$ cat config.mk
export PLATFORM = sky130hd
export DESIGN_NAME = fpu_share_arbiter
export DESIGN_NICKNAME = d
export VERILOG_FILES = /design/src/rtl/fpu_share_pkg.sv /design/src/rtl/rr_grant_lock.sv /design/src/rtl/fpu_share_arbiter.sv
export SDC_FILE = /design/constraint.sdc
export NUM_CORES = 1
export LEC_CHECK = 0
export BUFFER_PORTS_ARGS = -buffer_cell sky130_fd_sc_hd__buf_4
export CORE_AREA = 3 3 316 318
export DETAILED_ROUTE_END_ITERATION = 8
export DIE_AREA = 0 0 319 321
export PLACE_DENSITY = 0.3
export SKIP_LAST_GASP = 1
export SLEW_MARGIN = 0
export SYNTH_ARGS = -nofsm -noshare
export SYNTH_HDL_FRONTEND = slang
export SYNTH_HIERARCHICAL = 1
export SYNTH_SLANG_ARGS = --single-unit
$ cat constraint.sdc
create_clock -name clk_i -period 3.6 [get_ports clk_i]
set_input_delay 0.36 -clock clk_i [delete_from_list [all_inputs] [get_ports clk_i]]
set_output_delay 0.36 -clock clk_i [all_outputs]
set_load 0.01 [all_outputs]
$ cat src/rtl/fpu_share_pkg.sv
// ============================================================================
// fpu_share_pkg : shared request/response types for the FPU share arbiter
// Revision      : 1.0
// ============================================================================
`default_nettype none

package fpu_share_pkg;

    localparam int unsigned FpWidth     = 64;
    localparam int unsigned FpTagWidth  = 4;
    localparam int unsigned NumOperands = 3;

    // Encodings mirror fpnew_pkg so the payload drops straight onto fpnew_top.
    typedef enum logic [2:0] {
        RNE = 3'b000,
        RTZ = 3'b001,
        RDN = 3'b010,
        RUP = 3'b011,
        RMM = 3'b100,
        ROD = 3'b101,
        DYN = 3'b111
    } roundmode_e;

    typedef enum logic [3:0] {
        FMADD, FNMSUB, ADD, MUL, DIV, SQRT, SGNJ, MINMAX,
        CMP, CLASSIFY, F2F, F2I, I2F, CPKAB, CPKCD
    } operation_e;

    typedef enum logic [2:0] {
        FP32    = 3'd0,
        FP64    = 3'd1,
        FP16    = 3'd2,
        FP8     = 3'd3,
        FP16ALT = 3'd4
    } fp_format_e;

    typedef enum logic [1:0] {
        INT8  = 2'd0,
        INT16 = 2'd1,
        INT32 = 2'd2,
        INT64 = 2'd3
    } int_format_e;

    typedef struct packed {
        logic [NumOperands-1:0][FpWidth-1:0] operands;
        roundmode_e                          rnd_mode;
        operation_e                          op;
        logic                                op_mod;
        fp_format_e                          src_fmt;
        fp_format_e                          dst_fmt;
        int_format_e                         int_fmt;
        logic                                vectorial_op;
        logic [FpTagWidth-1:0]               tag;
    } fpu_req_t;

    typedef struct packed {
        logic [FpWidth-1:0]    result;
        logic [4:0]            status;
        logic [FpTagWidth-1:0] tag;
    } fpu_rsp_t;

    function automatic int unsigned calc_id_width(input int unsigned num_req);
        return (num_req <= 1) ? 1 : $clog2(num_req);
    endfunction

endpackage

`default_nettype wire

$ cat src/rtl/rr_grant_lock.sv
// ============================================================================
// rr_grant_lock : round-robin pick with a grant lock held until the handshake
// Revision      : 1.0
// ============================================================================
`default_nettype none

module rr_grant_lock #(
    parameter int unsigned NumReq  = 2,
    parameter int unsigned IdWidth = 1
) (
    input  logic               clk_i,
    input  logic               rst_ni,
    input  logic               clear_i,
    input  logic [NumReq-1:0]  eligible_i,
    input  logic               advance_i,
    output logic               grant_valid_o,
    output logic [IdWidth-1:0] grant_idx_o,
    output logic               lock_valid_o
);

    logic [IdWidth-1:0] rr_ptr;
    logic [IdWidth-1:0] lock_idx;
    logic               lock_valid;
    logic               pick_valid;
    logic [IdWidth-1:0] pick_idx;
    logic [IdWidth-1:0] scan_idx;
    logic [IdWidth-1:0] next_ptr;

    // First eligible index at or after rr_ptr, wrapping at NumReq.
    always_comb begin
        pick_valid = 1'b0;
        pick_idx   = rr_ptr;
        scan_idx   = '0;
        for (int unsigned k = 0; k < NumReq; k++) begin
            scan_idx = IdWidth'((32'(rr_ptr) + k) % NumReq);
            if (!pick_valid && eligible_i[scan_idx]) begin
                pick_valid = 1'b1;
                pick_idx   = scan_idx;
            end
        end
    end

    always_comb begin
        grant_valid_o = pick_valid;
        grant_idx_o   = pick_idx;
        if (lock_valid) begin
            grant_valid_o = eligible_i[lock_idx];
            grant_idx_o   = lock_idx;
        end
    end

    assign next_ptr     = (grant_idx_o == IdWidth'(NumReq - 1)) ? '0 : grant_idx_o + 1'b1;
    assign lock_valid_o = lock_valid;

    always_ff @(posedge clk_i or negedge rst_ni) begin
        if (!rst_ni) begin
            rr_ptr     <= '0;
            lock_valid <= 1'b0;
            lock_idx   <= '0;
        end else if (clear_i) begin
            rr_ptr     <= '0;
            lock_valid <= 1'b0;
            lock_idx   <= '0;
        end else begin
            if (advance_i) begin
                rr_ptr <= next_ptr;
            end
            // A presented-but-unaccepted grant is pinned so the FPU sees a stable request.
            lock_valid <= grant_valid_o && !advance_i;
            lock_idx   <= grant_idx_o;
        end
    end

endmodule

`default_nettype wire

$ cat src/rtl/fpu_share_arbiter.sv
// ============================================================================
// fpu_share_arbiter : shares one FPU among NumReq requesters, routes results
// Revision          : 1.0
// ============================================================================
`default_nettype none

module fpu_share_arbiter
    import fpu_share_pkg::*;
#(
    parameter int unsigned NumReq         = 2,
    parameter int unsigned Width          = FpWidth,
    parameter int unsigned ReqTagWidth    = FpTagWidth,
    parameter int unsigned MaxOutstanding = 8,
    localparam int unsigned IdWidth       = calc_id_width(NumReq),
    localparam int unsigned TagWidth      = IdWidth + ReqTagWidth
) (
    input  logic                    clk_i,
    input  logic                    rst_ni,
    input  logic                    flush_i,
    input  logic [NumReq-1:0]       req_valid_i,
    output logic [NumReq-1:0]       req_ready_o,
    input  fpu_req_t [NumReq-1:0]   req_data_i,
    output logic [NumReq-1:0]       rsp_valid_o,
    input  logic [NumReq-1:0]       rsp_ready_i,
    output fpu_rsp_t                rsp_data_o,
    output logic                    fpu_in_valid_o,
    input  logic                    fpu_in_ready_i,
    output fpu_req_t                fpu_req_o,
    output logic [TagWidth-1:0]     fpu_tag_o,
    input  logic                    fpu_out_valid_i,
    output logic                    fpu_out_ready_o,
    input  logic [Width-1:0]        fpu_result_i,
    input  logic [4:0]              fpu_status_i,
    input  logic [TagWidth-1:0]     fpu_tag_i,
    output logic                    fpu_flush_o,
    input  logic                    fpu_busy_i,
    output logic                    busy_o
);

    localparam int unsigned CntWidth = $clog2(MaxOutstanding + 1);
    localparam logic [CntWidth-1:0] CntMax = CntWidth'(MaxOutstanding);

    logic [NumReq-1:0]   eligible;
    logic [NumReq-1:0]   issue_hs;
    logic [NumReq-1:0]   rsp_hs;
    logic [NumReq-1:0]   cnt_nz;
    logic [CntWidth-1:0] cnt [NumReq];

    logic                grant_valid;
    logic [IdWidth-1:0]  grant_idx;
    logic                lock_valid;
    logic                issue_open;
    logic                issue_fire;
    fpu_req_t            sel_req;

    logic [IdWidth-1:0]  rsp_id;
    logic                id_known;

    rr_grant_lock #(
        .NumReq  (NumReq),
        .IdWidth (IdWidth)
    ) u_rr_grant_lock (
        .clk_i         (clk_i),
        .rst_ni        (rst_ni),
        .clear_i       (flush_i),
        .eligible_i    (eligible),
        .advance_i     (issue_fire),
        .grant_valid_o (grant_valid),
        .grant_idx_o   (grant_idx),
        .lock_valid_o  (lock_valid)
    );

    // Reset also gates the combinational outputs so they go idle without a clock.
    assign issue_open     = rst_ni && !flush_i;
    assign fpu_in_valid_o = grant_valid && issue_open;
    assign issue_fire     = fpu_in_valid_o && fpu_in_ready_i;
    assign sel_req        = req_data_i[grant_idx];
    assign fpu_req_o      = sel_req;
    assign fpu_tag_o      = {grant_idx, sel_req.tag[ReqTagWidth-1:0]};
    assign fpu_flush_o    = flush_i;

    always_comb begin
        req_ready_o = '0;
        if (grant_valid && issue_open) begin
            req_ready_o[grant_idx] = fpu_in_ready_i;
        end
    end

    assign rsp_id     = fpu_tag_i[TagWidth-1 -: IdWidth];
    assign id_known   = (32'(rsp_id) < NumReq);
    assign rsp_data_o = '{result: fpu_result_i, status: fpu_status_i, tag: fpu_tag_i[ReqTagWidth-1:0]};

    // Results carrying an unmapped ID are swallowed so the FPU never stalls on them.
    always_comb begin
        rsp_valid_o     = '0;
        fpu_out_ready_o = 1'b0;
        if (rst_ni) begin
            if (id_known) begin
                rsp_valid_o[rsp_id] = fpu_out_valid_i;
                fpu_out_ready_o     = rsp_ready_i[rsp_id];
            end else begin
                fpu_out_ready_o = 1'b1;
            end
        end
    end

    for (genvar i = 0; i < NumReq; i++) begin : g_cnt
        assign eligible[i] = req_valid_i[i] && (cnt[i] < CntMax);
        assign issue_hs[i] = issue_fire && (grant_idx == IdWidth'(i));
        assign rsp_hs[i]   = rsp_valid_o[i] && rsp_ready_i[i];
        assign cnt_nz[i]   = |cnt[i];

        always_ff @(posedge clk_i or negedge rst_ni) begin
            if (!rst_ni) begin
                cnt[i] <= '0;
            end else if (flush_i) begin
                cnt[i] <= '0;
            end else if (issue_hs[i] && !rsp_hs[i]) begin
                cnt[i] <= cnt[i] + 1'b1;
            end else if (rsp_hs[i] && !issue_hs[i] && cnt_nz[i]) begin
                cnt[i] <= cnt[i] - 1'b1;
            end
        end

`ifndef SYNTHESIS
        assert_cnt_underflow: assert property (@(posedge clk_i) disable iff (!rst_ni)
            (rsp_hs[i] && !issue_hs[i] && !flush_i) |-> cnt_nz[i]);
`endif
    end

    assign busy_o = (|cnt_nz) || fpu_busy_i || lock_valid;

`ifndef SYNTHESIS
    assert_unknown_id: assert property (@(posedge clk_i) disable iff (!rst_ni)
        fpu_out_valid_i |-> id_known);
`endif

endmodule

`default_nettype wire

# ---- Word level (Yosys, flattened, before mapping)
# Cells that the tools add are included.
dict set report totals {
  register_bits 11
  input_bits 510
  elab_cells 90
  out_inout_bits 299
}
dict set report classes {
  reduce_logical 34
  bitwise_logic 3
  mux 33
  n_addsub 6
  n_lt_le_gt_ge 9
}
# op n
set op_table {}
lappend op_table {{$mux W213} 2}
lappend op_table {{$mux W4} 6}
lappend op_table {{$mux W1} 21}
lappend op_table {{$logic_and A1 B1 Y1} 19}
lappend op_table {{$lt A1 B2 Y1 const B} 5}
lappend op_table {{$add A4 B1 Y4 const B} 2}
lappend op_table {{$lt A4 B4 Y1 const B} 2}
lappend op_table {{$reduce_or A4 Y1} 2}
lappend op_table {{$reduce_or A8 Y1} 1}
lappend op_table {{$sub A4 B1 Y4 const B} 2}
lappend op_table {{$logic_not A1 Y1} 7}
lappend op_table {{$reduce_bool A3 Y1} 2}
lappend op_table {{$and A2 B2 Y2} 2}
lappend op_table {{$mux W2} 2}
lappend op_table {{$add A1 B1 Y1 const B} 2}
lappend op_table {{$demux W1 S1} 2}
lappend op_table {{$ge A1 B1 Y1 const B} 2}
lappend op_table {{$logic_or A1 B1 Y1} 2}
lappend op_table {{$reduce_bool A2 Y1} 1}
lappend op_table {{$not A1 Y1} 1}

# ---- Depth between registers and ports, before layout
# Gate-level depths: netlist of the first run.
dict set report depth {
  depth_word 18
  ltp_mapped 11
  ltp_nobuf 11
}

# ---- Cells and area by module
# Netlist of the first run, hierarchy kept.
# module instances cells_each area_per_inst_um2
set by_module_without_submodules {}
lappend by_module_without_submodules {fpu_share_arbiter 1 404 3853.7}
lappend by_module_without_submodules {rr_grant_lock 1 19 170.2}

# ---- Worst setup path after synthesis of the first run
# Ideal clock, no wire load.
dict set report synth_timing {
  path_kind {reg2reg}
  startpoint {register cnt[7] in the netlist's numbering}
  endpoint {register cnt[7] in the netlist's numbering}
  stages_incl_launch_ff 11
  slack_ns 1.026
  path_buffers 0
  required_time_ns 3.472
  setup_time_ns 0.128
  arrival_ns 2.446
  cell_sequence {dfrtp_1 -> nor2b_1 -> and2b_2 -> o211ai_1 -> nand2_1 -> or3_4 -> ha_1 -> a21oi_1 -> a21oi_1 -> a2bb2oi_1 -> nand3_1}
}
dict set report synth_via {
  elab_cells_between_ends 30
  classes_between {add/sub: 2; order compare: 1; mux: 14; bitwise: 1; reduce/logical: 12}
}
# item line
set synth_lines {}
lappend synth_lines {{start: declaration} fpu_share_arbiter.sv:47} ;# logic [CntWidth-1:0] cnt [NumReq];
lappend synth_lines {{start signal: indexed assignment} fpu_share_arbiter.sv:119} ;# cnt[i] <= cnt[i] + 1'b1;
lappend synth_lines {{start signal: indexed assignment} fpu_share_arbiter.sv:121} ;# cnt[i] <= cnt[i] - 1'b1;
lappend synth_lines {{$lt A4 B4 Y1 (*)} fpu_share_arbiter.sv:108} ;# assign eligible[i] = req_valid_i[i] && (cnt[i] < CntMax);
lappend synth_lines {{$logic_and A1 B1 Y1 (*)} fpu_share_arbiter.sv:108}
lappend synth_lines {{via eligible[0]} fpu_share_arbiter.sv:43} ;# logic [NumReq-1:0] eligible;
lappend synth_lines {{$mux W1 (implied by the code) (2 in a row)} rr_grant_lock.sv:36} ;# if (!pick_valid && eligible_i[scan_idx]) begin
lappend synth_lines {{$mux W1} rr_grant_lock.sv:36}
lappend synth_lines {{$logic_not A1 Y1} rr_grant_lock.sv:36}
lappend synth_lines {{$logic_and A1 B1 Y1 (*)} rr_grant_lock.sv:36}
lappend synth_lines {{$mux W1 (*)} rr_grant_lock.sv:36}
lappend synth_lines {{$mux W1 (*)} rr_grant_lock.sv:46} ;# if (lock_valid) begin
lappend synth_lines {{via grant_idx} fpu_share_arbiter.sv:50} ;# logic [IdWidth-1:0] grant_idx;
lappend synth_lines {{$not A1 Y1 (*)} fpu_share_arbiter.sv:109} ;# assign issue_hs[i] = issue_fire && (grant_idx == IdWidth'(i));
lappend synth_lines {{$logic_and A1 B1 Y1 (*)} fpu_share_arbiter.sv:109}
lappend synth_lines {{$logic_not A1 Y1} fpu_share_arbiter.sv:120} ;# end else if (rsp_hs[i] && !issue_hs[i] && cnt_nz[i]) begin
lappend synth_lines {{$logic_and A1 B1 Y1 (2 in a row)} fpu_share_arbiter.sv:120}
lappend synth_lines {{$reduce_bool A3 Y1 (no source line)} n/a}
# The timed path passes the listed nets; every way through them passes the cells marked *. The select of a mux whose other input is x is not followed.
# A chain may end at the register's enable or synchronous reset.

==> results.cfg, run 1 <==
[sta]
tightest_slew_ns = 0.643
maxSlewViolCount = 0
hold_viol = 0
rsz0062_at_grt = false
max_freq_ghz = 0.339
clock_skew_ns = 0.00861
slew_headroom_pct = 57.1
tns_ns = 0
finalSetupViolCount = 0
fin_crit_sh_pct = 81.9
worst_slack_ns = 0.650
layout_min_cycle_time_ns = 2.95

[clocking]
clkSinkCount = 11
ctsResizeCount = 0
clk_latency_ns = 0.24
cts_setup_buffers = 0
cts_buffer_depth = 2
tritoncts = built
clk_pin_slew_ns = 0.05
numCtsBuffers = 3
root_buffer = clkbuf_16
cts_max_level = 1

[logic_synthesis]
seq_area_frac_synth_pct = 6.84
async_reset_ff_share_pct = 100
syn_nets = 939
ys_ff_latch = 11
syn_avg_cell_area_um2 = 9.51
ys.flop_type = dfrtp_1
synthCells = 423
yosysWarningCount = 6
syn_area_um2 = 4020
synth-edff-count = 0
ys_types = 45

[layout]
area_delta_synth_final_pct = 149
final_area_um2 = 10000
final_net_count = 1506
final_util_pct = 10.4
drive_gt1_share_pct = 90.0

[drt]
drt_iter0_drc = 106
wire_per_inst_um = 23.5
antenna_left = 0
via_count = 5754
drt_wl_total_um = 53500
drc = 0
viasPerCell = 2.53
drtPass1Iterations = 4

[die]
die_h_um = 321
core-area_um2 = 96900
die_x_um = 319
fp-row-count = 114
ios = 809
start_util_pct = 4.15
die_area_um2 = 102000

[setup_path]
crit_type = flip-flop to output port
end_kind = output port
cpPeakStageDelay_ns = 0.41
cp.required_ns = 3.24
worstPathCellList = nor2b_1 > and2b_2 > o211ai_1 > nand2_4 > buf_12 > mux2_2 > buf_4
cp_num_buf_inv = 2
arrival_ns = 2.59
cp_slowest_cell = mux2_2
start_kind = flip-flop
crit_family = simple AND/OR/NAND/NOR gates
critPathMaxFanout = 97

[place]
numPortBuffers = 662
placed_area_um2 = 9930
pre_cts_ws_ns = 0.636
dpl.hpwl_um = 50200
place_congestion = 0.887

[global_routing]
grt_pass1_vias = 6432
grt_pass1_wl_um = 65400
track_usage_pct = 9.72
antenna_found_initial = 20
grt_max_degree = 98
grt-ovfl-total = 0

[power_and_ir_drop]
peakVddDrop_uv = 146
power_density_nw_per_um2 = 191
power_leakage_nw = 4.45
fin_total_pwr_mw = 1.92

[job]
cap_violations = 0

[outcome]
outcome = finished clean

[worst_hold_path]
min_path_type = input port to flip-flop
==> registers in the layout, summed over array words and instances, names as in the netlist <==
register                      count
u_rr_grant_lock/lock_valid_o      1
cnt                               8
u_rr_grant_lock/lock_idx          1
u_rr_grant_lock/rr_ptr            1
==> routing by layer <==
metal	wire length, um	share of wire (%)	global-route usage (%)	vias up
li1	-	-	-	2597
met1	20300	38	10.8	2553
met2	25200	47	16.5	506
met3	6600	12	5.01	80
met4	1190	2.2	2.25	18
met5	113	0.21	0	-
==> synth_stat cells, drive strengths merged, types with 3 or more instances <==
cell type / n / area share [%]
mux2: 213 / 60
buf: 100 / 17
dfrtp: 11 / 6.8
nor2: 10 / 0.93
a21oi: 8 / 1.0
inv: 8 / 0.75
nand3: 7 / 0.87
nand2: 5 / 0.47
o21ai: 5 / 0.62
clkbuf: 4 / 0.37
ha: 4 / 1.2
nor2b: 4 / 0.62
nor3: 4 / 0.50
nand2b: 3 / 0.47
o41ai: 3 / 0.65
==> cell families (layout without fill, tap and decap cells) <==
kind of cell	count (synthesis)	in the layout	synth area share (%)
AO/OA/AOI/OAI	26	26	4.29
XOR/XNOR	2	2	0.435
adder cells (fa/ha/maj)	6	6	2.24
buffers and inverters	113	679	18.6
flip-flops	11	11	6.84
multiplexers	215	215	60.1
other	0	5	0
AND/OR/NAND/NOR	50	50	7.49
==> path summary, 6_finish.rpt <==
kind,start,to,slack [ns],cells past startpoint
worst min register to register,cnt[6]$_DFFE_PN0P_,cnt[6]$_DFFE_PN0P_,0.58,2
worst max register to register,cnt[7]$_DFFE_PN0P_,cnt[7]$_DFFE_PN0P_,0.66,10
max in group asynchronous,rst_ni,cnt[5]$_DFFE_PN0P_,2.80,2
min in group asynchronous,rst_ni,cnt[3]$_DFFE_PN0P_,0.58,2
worst min-delay path,flush_i,cnt[2]$_DFFE_PN0P_,0.51,2
worst max-delay path,cnt[7]$_DFFE_PN0P_,fpu_req_o[130],0.65,7
==> what timing repair did <==
action,in CTS,in global routing
endpoints found under the hold margin,7,0
setup endpoints to repair,0,0
hold buffers,1,0
==> area by class of cell <==
| type | instances | area, um^2 |
|---|---|---|
| timing repair buffer | 666 | 5030 |
| multi-input combinational | 299 | 3010 |
| sequential | 11 | 275 |
| tap | 1276 | 1600 |
| clock inverter | 1 | 5.00 |
| clock buffer | 3 | 75.1 |
| antenna | 5 | 12.5 |
| inverter | 9 | 35.0 |
| fill | 11222 | 86800 |
==> where the power goes <==
| part | leakage, nW | internal, mW | switching (mW) | total [mW] |
|---|---|---|---|---|
| registers | 0.151 | 0.130 | 0.00569 | 0.135 |
| logic | 4.25 | 0.907 | 0.662 | 1.57 |
| clock network | 0.0409 | 0.148 | 0.0628 | 0.211 |
| total | 4.45 | 1.18 | 0.731 | 1.92 |
==> per-stage QoR <==
step           cells  hold WS, ns
6_report        2270        0.515
5_1_grt         2267        0.542
4_1_cts         2265        0.535
3_5_place_dp    2260        0.253
3_3_place_gp    2260        0.250
2_1_floorplan    423       0.0644
==> layout by cell type, fill, tap and decap left out, drive strengths merged, types with 5 or more instances in the layout <==
cell,instances
buf,665
mux2,213
dfrtp,11
nor2,10
a21oi,8
inv,8
nand3,7
diode,5
o21ai,5
nand2,5
Power figures use the tool's default switching activity.
==> run 2, diff against run 1 <==
==> constraint.sdc (replaced) <==
create_clock -name clk_i -period 2.5 [get_ports clk_i]
set_input_delay 0.25 -clock clk_i [delete_from_list [all_inputs] [get_ports clk_i]]
set_output_delay 0.25 -clock clk_i [all_outputs]
set_load 0.01 [all_outputs]
==> results.cfg, run 2 (synthesis results as in run 1) <==
[outcome]
outcome = finished with violations
violations = setup timing

[layout]
final_util_pct = 11.7
drive_gt1_share_pct = 91.4
area_delta_synth_final_pct = 182
instances_no_fill = 2331
top_register = cnt
layout_commonest_cell = buf_4
seq_area_um2 = 275
final_net_count = 1568
layout_common_cells = 621 x buf_4, 200 x mux2_2, 77 x buf_6
fill_cells = 11142
multiInputGateArea_um2 = 3100
largest_reg_flops = 8

[sta]
tightest_slew_ns = 0.615
rsz0062_at_grt = true
hold_viol = 0
worst_slack_ns = -0.0429
finalSetupViolCount = 76
fin_crit_sh_pct = 102
maxSlewViolCount = 0
layout_min_cycle_time_ns = 2.54
slew_headroom_pct = 58.6
clock_skew_ns = 0.00675
max_freq_ghz = 0.393

[global_routing]
grt_pass1_wl_um = 56400
grt-ovfl-total = 0
antenna_found_initial = 23
grt_max_degree = 19
track_usage_pct = 7.99
grt_pass1_vias = 6354

[clocking]
cts_buffer_depth = 2
clk_latency_ns = 0.24
cts_max_level = 1
numCtsBuffers = 3
root_buffer = clkbuf_16
clk_pin_slew_ns = 0.05
clkSinkCount = 11
tritoncts = built

[setup_path]
cp.required_ns = 2.25
critPathMaxFanout = 6
reg2reg_slack_ns = 0.06
rr_worst_depth = 12
rr_endpoint = cnt[7]$_DFFE_PN0P_
crit_type = flip-flop to output port
r2r-start = cnt[7]$_DFFE_PN0P_
start_kind = flip-flop
end_kind = output port
arrival_ns = 2.29

[drt]
met2WireLength_um = 22200
via_count = 6002
drc = 0
drt_wl_total_um = 44600
wl_met3_um = 3420
drt_iter0_drc = 154
drtPass1Iterations = 4
m1WireLength_um = 17800
wire_per_inst_um = 19.1
viasPerCell = 2.57
antenna_left = 0
routed.top_layer = met5

[power_and_ir_drop]
peakVddDrop_uv = 178
power_density_nw_per_um2 = 278
power_leakage_nw = 5.04
seqPwrFrac_pct = 6.2
switchingPower_mw = 1.10
comb_power_share_pct = 84.2
sw_frac_of_total_pct = 34.9
power_frac_clock_pct = 9.6
p_int_mw = 2.05

[die]
die_x_um = 319
die_h_um = 321
fp-row-count = 114
ios = 809
die_area_um2 = 102000
start_util_pct = 4.15
core-area_um2 = 96900

[place]
numPortBuffers = 662
dpl.hpwl_um = 38600
place_congestion = 0.779
pre_cts_ws_ns = -0.0443
placed_cells = 2300

[job]
cap_violations = 0

[worst_hold_path]
min_path_type = input port to asynchronous set/reset pin
-- run 2: final cells by class --
type | instances | area share, %
diodes | 4 | 0.0883
multi-input cells | 299 | 27.4
well taps | 1276 | 14.1
repair buffers | 728 | 55.0
clock buffers | 3 | 0.662
clock inverters | 1 | 0.0442
inverters | 9 | 0.309
flip-flops and latches | 11 | 2.43
-- run 2: power groups by stage --
| stage | Clock [mW] | Combinational (mW) | Sequential [mW] |
|---|---|---|---|
| after floorplan | 0 | 1.01 | 0.195 |
| after global placement | 0 | 2.31 | 0.198 |
| after detailed placement | 0 | 2.30 | 0.198 |
| after CTS | 0.311 | 2.67 | 0.196 |
| after global routing | 0.321 | 2.84 | 0.197 |
| final | 0.301 | 2.66 | 0.196 |
-- run 2: worst max-delay path by stage --
stage                       start                 end  slack, ns  cells after the start
6_report       cnt[7]$_DFFE_PN0P_       fpu_req_o[19]      -0.04                     10
5_1_grt        cnt[7]$_DFFE_PN0P_       fpu_req_o[90]      -0.15                     10
4_1_cts        cnt[7]$_DFFE_PN0P_       fpu_req_o[90]      -0.08                     10
3_5_place_dp       req_valid_i[0]        fpu_tag_o[0]      -0.04                     11
3_3_place_gp   cnt[7]$_DFFE_PN0P_  cnt[7]$_DFFE_PN0P_      -0.06                     11
2_1_floorplan  cnt[7]$_DFFE_PN0P_  cnt[7]$_DFFE_PN0P_       0.04                     10
-- run 2: critical path, cell delays in order, from the launching register on --
cell	delay, ns
dfrtp_1	0.38
nor2b_2	0.12
and2b_2	0.21
o211ai_1	0.16
buf_4	0.15
nand2_4	0.05
buf_12	0.15
buf_16	0.16
buf_16	0.17
mux2_4	0.34
buf_6	0.13
-- run 2: repair_timing --
action | in CTS | in global routing
hold buffers | 1 | 0
gates cloned | 15 | 1
pin swaps | 2 | 6
setup buffers | 3 | 3
resized for setup | 96 | 35
endpoints found under the hold margin | 11 | 0
setup endpoints to repair | 214 | 224
-- run 2: layer usage --
metal	vias up	GRT usage [%]
li1	2738	-
met1	2690	9.50
met2	466	14.5
met3	100	1.91
met4	8	1.69
met5	-	0
-- run 2: per-stage QoR --
step                hold WS (ns)  cell area, um^2  total power, mW  TNS, ns
floorplan                -0.0456             4030             1.21        0
global placement           0.135            10300             2.51    -1.83
detailed placement         0.133            10300             2.49    -1.63
CTS                        0.436            11100             3.17    -6.41
global route               0.444            11300             3.35   -24.80
finish                     0.417            11300             3.15    -1.30
==> run 3, diff against run 2 <==
--- a/config.mk
+++ b/config.mk
@@ -10,6 +10,7 @@
 export DETAILED_ROUTE_END_ITERATION = 8
 export DIE_AREA = 0 0 319 321
 export PLACE_DENSITY = 0.3
+export SKIP_CTS_REPAIR_TIMING = 1
 export SKIP_LAST_GASP = 1
 export SLEW_MARGIN = 0
 export SYNTH_ARGS = -nofsm -noshare
==> results.cfg, run 3 (synthesis results as in run 1) <==
[setup_path]
critPathLaunch = cnt[7]$_DFFE_PN0P_
rr_endpoint = cnt[7]$_DFFE_PN0P_
worstPathCellList = nor2b_2 > and2b_2 > o211ai_1 > buf_4 > nand2_4 > buf_12 > clkbuf_16 > buf_16 > mux2_4 > buf_6
cp.required_ns = 2.25
start_kind = flip-flop
cp_slowest_cell = dfrtp_1
rr_worst_depth = 13
r2r-start = cnt[7]$_DFFE_PN0P_
cpPeakStageDelay_ns = 0.38
arrival_ns = 2.33
crit_type = flip-flop to output port
reg2reg_slack_ns = -0.03
critPathMaxFanout = 6
end_kind = output port

[drt]
drt_iter0_drc = 165
antenna_left = 0
drtPass1Iterations = 4
wire_per_inst_um = 19.4
drc = 0
drt_wl_total_um = 45200
via_count = 5988
viasPerCell = 2.57

[clocking]
tritoncts = built
cts_max_level = 1
clk_pin_slew_ns = 0.05
numCtsBuffers = 3
clk_latency_ns = 0.24
clkSinkCount = 11
cts_buffer_depth = 2
root_buffer = clkbuf_16

[global_routing]
antenna_found_initial = 25
grt_pass1_vias = 6216
grt-ovfl-total = 0
grt_pass1_wl_um = 52600
track_usage_pct = 7.39
grt_max_degree = 59

[sta]
maxSlewViolCount = 0
worst_slack_ns = -0.0779
max_freq_ghz = 0.388
tns_ns = -3.93
hold_viol = 0
finalSetupViolCount = 138
fin_crit_sh_pct = 103
layout_min_cycle_time_ns = 2.58
tightest_slew_ns = 0.611
slew_headroom_pct = 58.9
clock_skew_ns = 0.00750
rsz0062_at_grt = true
fin_hold_ws_ns = 0.436

[place]
dpl.hpwl_um = 38600
numPortBuffers = 662
pre_cts_ws_ns = -0.0443
place_congestion = 0.779
placed_area_um2 = 10300

[outcome]
violations = setup timing
outcome = finished with violations

[power_and_ir_drop]
switchingPower_mw = 1.09
power_leakage_nw = 4.98
p_int_mw = 1.98
comb_power_share_pct = 83.7
power_frac_clock_pct = 9.9
seqPwrFrac_pct = 6.4
peakVddDrop_uv = 180
power_density_nw_per_um2 = 276
sw_frac_of_total_pct = 35.5

[layout]
fill_cells = 11165
layout_commonest_cell = buf_4
largest_reg_flops = 8
area_delta_synth_final_pct = 176
final_util_pct = 11.5
final_net_count = 1566
drive_gt1_share_pct = 91.2
layout_common_cells = 644 x buf_4, 198 x mux2_2, 58 x buf_6
top_register = cnt
final_area_um2 = 11100

[job]
cap_violations = 0

[die]
die_x_um = 319
core-area_um2 = 96900
die_h_um = 321
start_util_pct = 4.15
ios = 809
die_area_um2 = 102000
fp-row-count = 114

[worst_hold_path]
min_path_type = input port to asynchronous set/reset pin
## run 3: cell type report
class                   count  area, um^2  share of cell area, %
flip-flops and latches     11         275                   2.48
multi-input cells         299        3100                   27.9
inverters                   9        36.3                  0.327
repair buffers            726        6010                   54.1
clock inverters             1        5.00                 0.0451
clock buffers               3        75.1                  0.676
diodes                      3        7.51                 0.0676
well taps                1276        1600                   14.4
## run 3: worst max-delay path, delay by kind of cell (launching register included)
kind / cells / cell delay (ns)
DFF: 1 / 0.38
muxes: 1 / 0.34
and+or+nand+nor: 3 / 0.38
buffers and inverters: 5 / 0.79
AOI/OAI and AO/OA: 1 / 0.17
## run 3: routing by layer
layer	up-vias	GRT usage [%]	routed length (um)
met5	-	0	35
met4	6	1.69	1220
met3	96	1.82	3350
met2	459	13.4	22600
met1	2700	8.71	18000
li1	2727	-	-
## run 3: worst max-delay path by stage
stage,end,cells after the start
after floorplan,cnt[7]$_DFFE_PN0P_,10
after global placement,cnt[7]$_DFFE_PN0P_,11
after detailed placement,fpu_tag_o[0],11
after CTS,fpu_tag_o[0],8
after global routing,fpu_req_o[59],10
final,fpu_req_o[19],10
## run 3: stage by stage
| step | std cells | total power [mW] |
|---|---|---|
| 2_1_floorplan | 423 | 1.21 |
| 3_3_place_gp | 2300 | 2.51 |
| 3_5_place_dp | 2300 | 2.49 |
| 4_1_cts | 2304 | 2.81 |
| 5_1_grt | 2328 | 3.27 |
| 6_report | 2328 | 3.07 |
## run 3: power groups by stage
stage,Combinational [mW],Clock [mW],Sequential (mW)
after CTS,2.31,0.311,0.195
after global routing,2.75,0.321,0.197
after floorplan,1.01,0,0.195
final,2.57,0.303,0.196
after global placement,2.31,0,0.198
after detailed placement,2.30,0,0.198
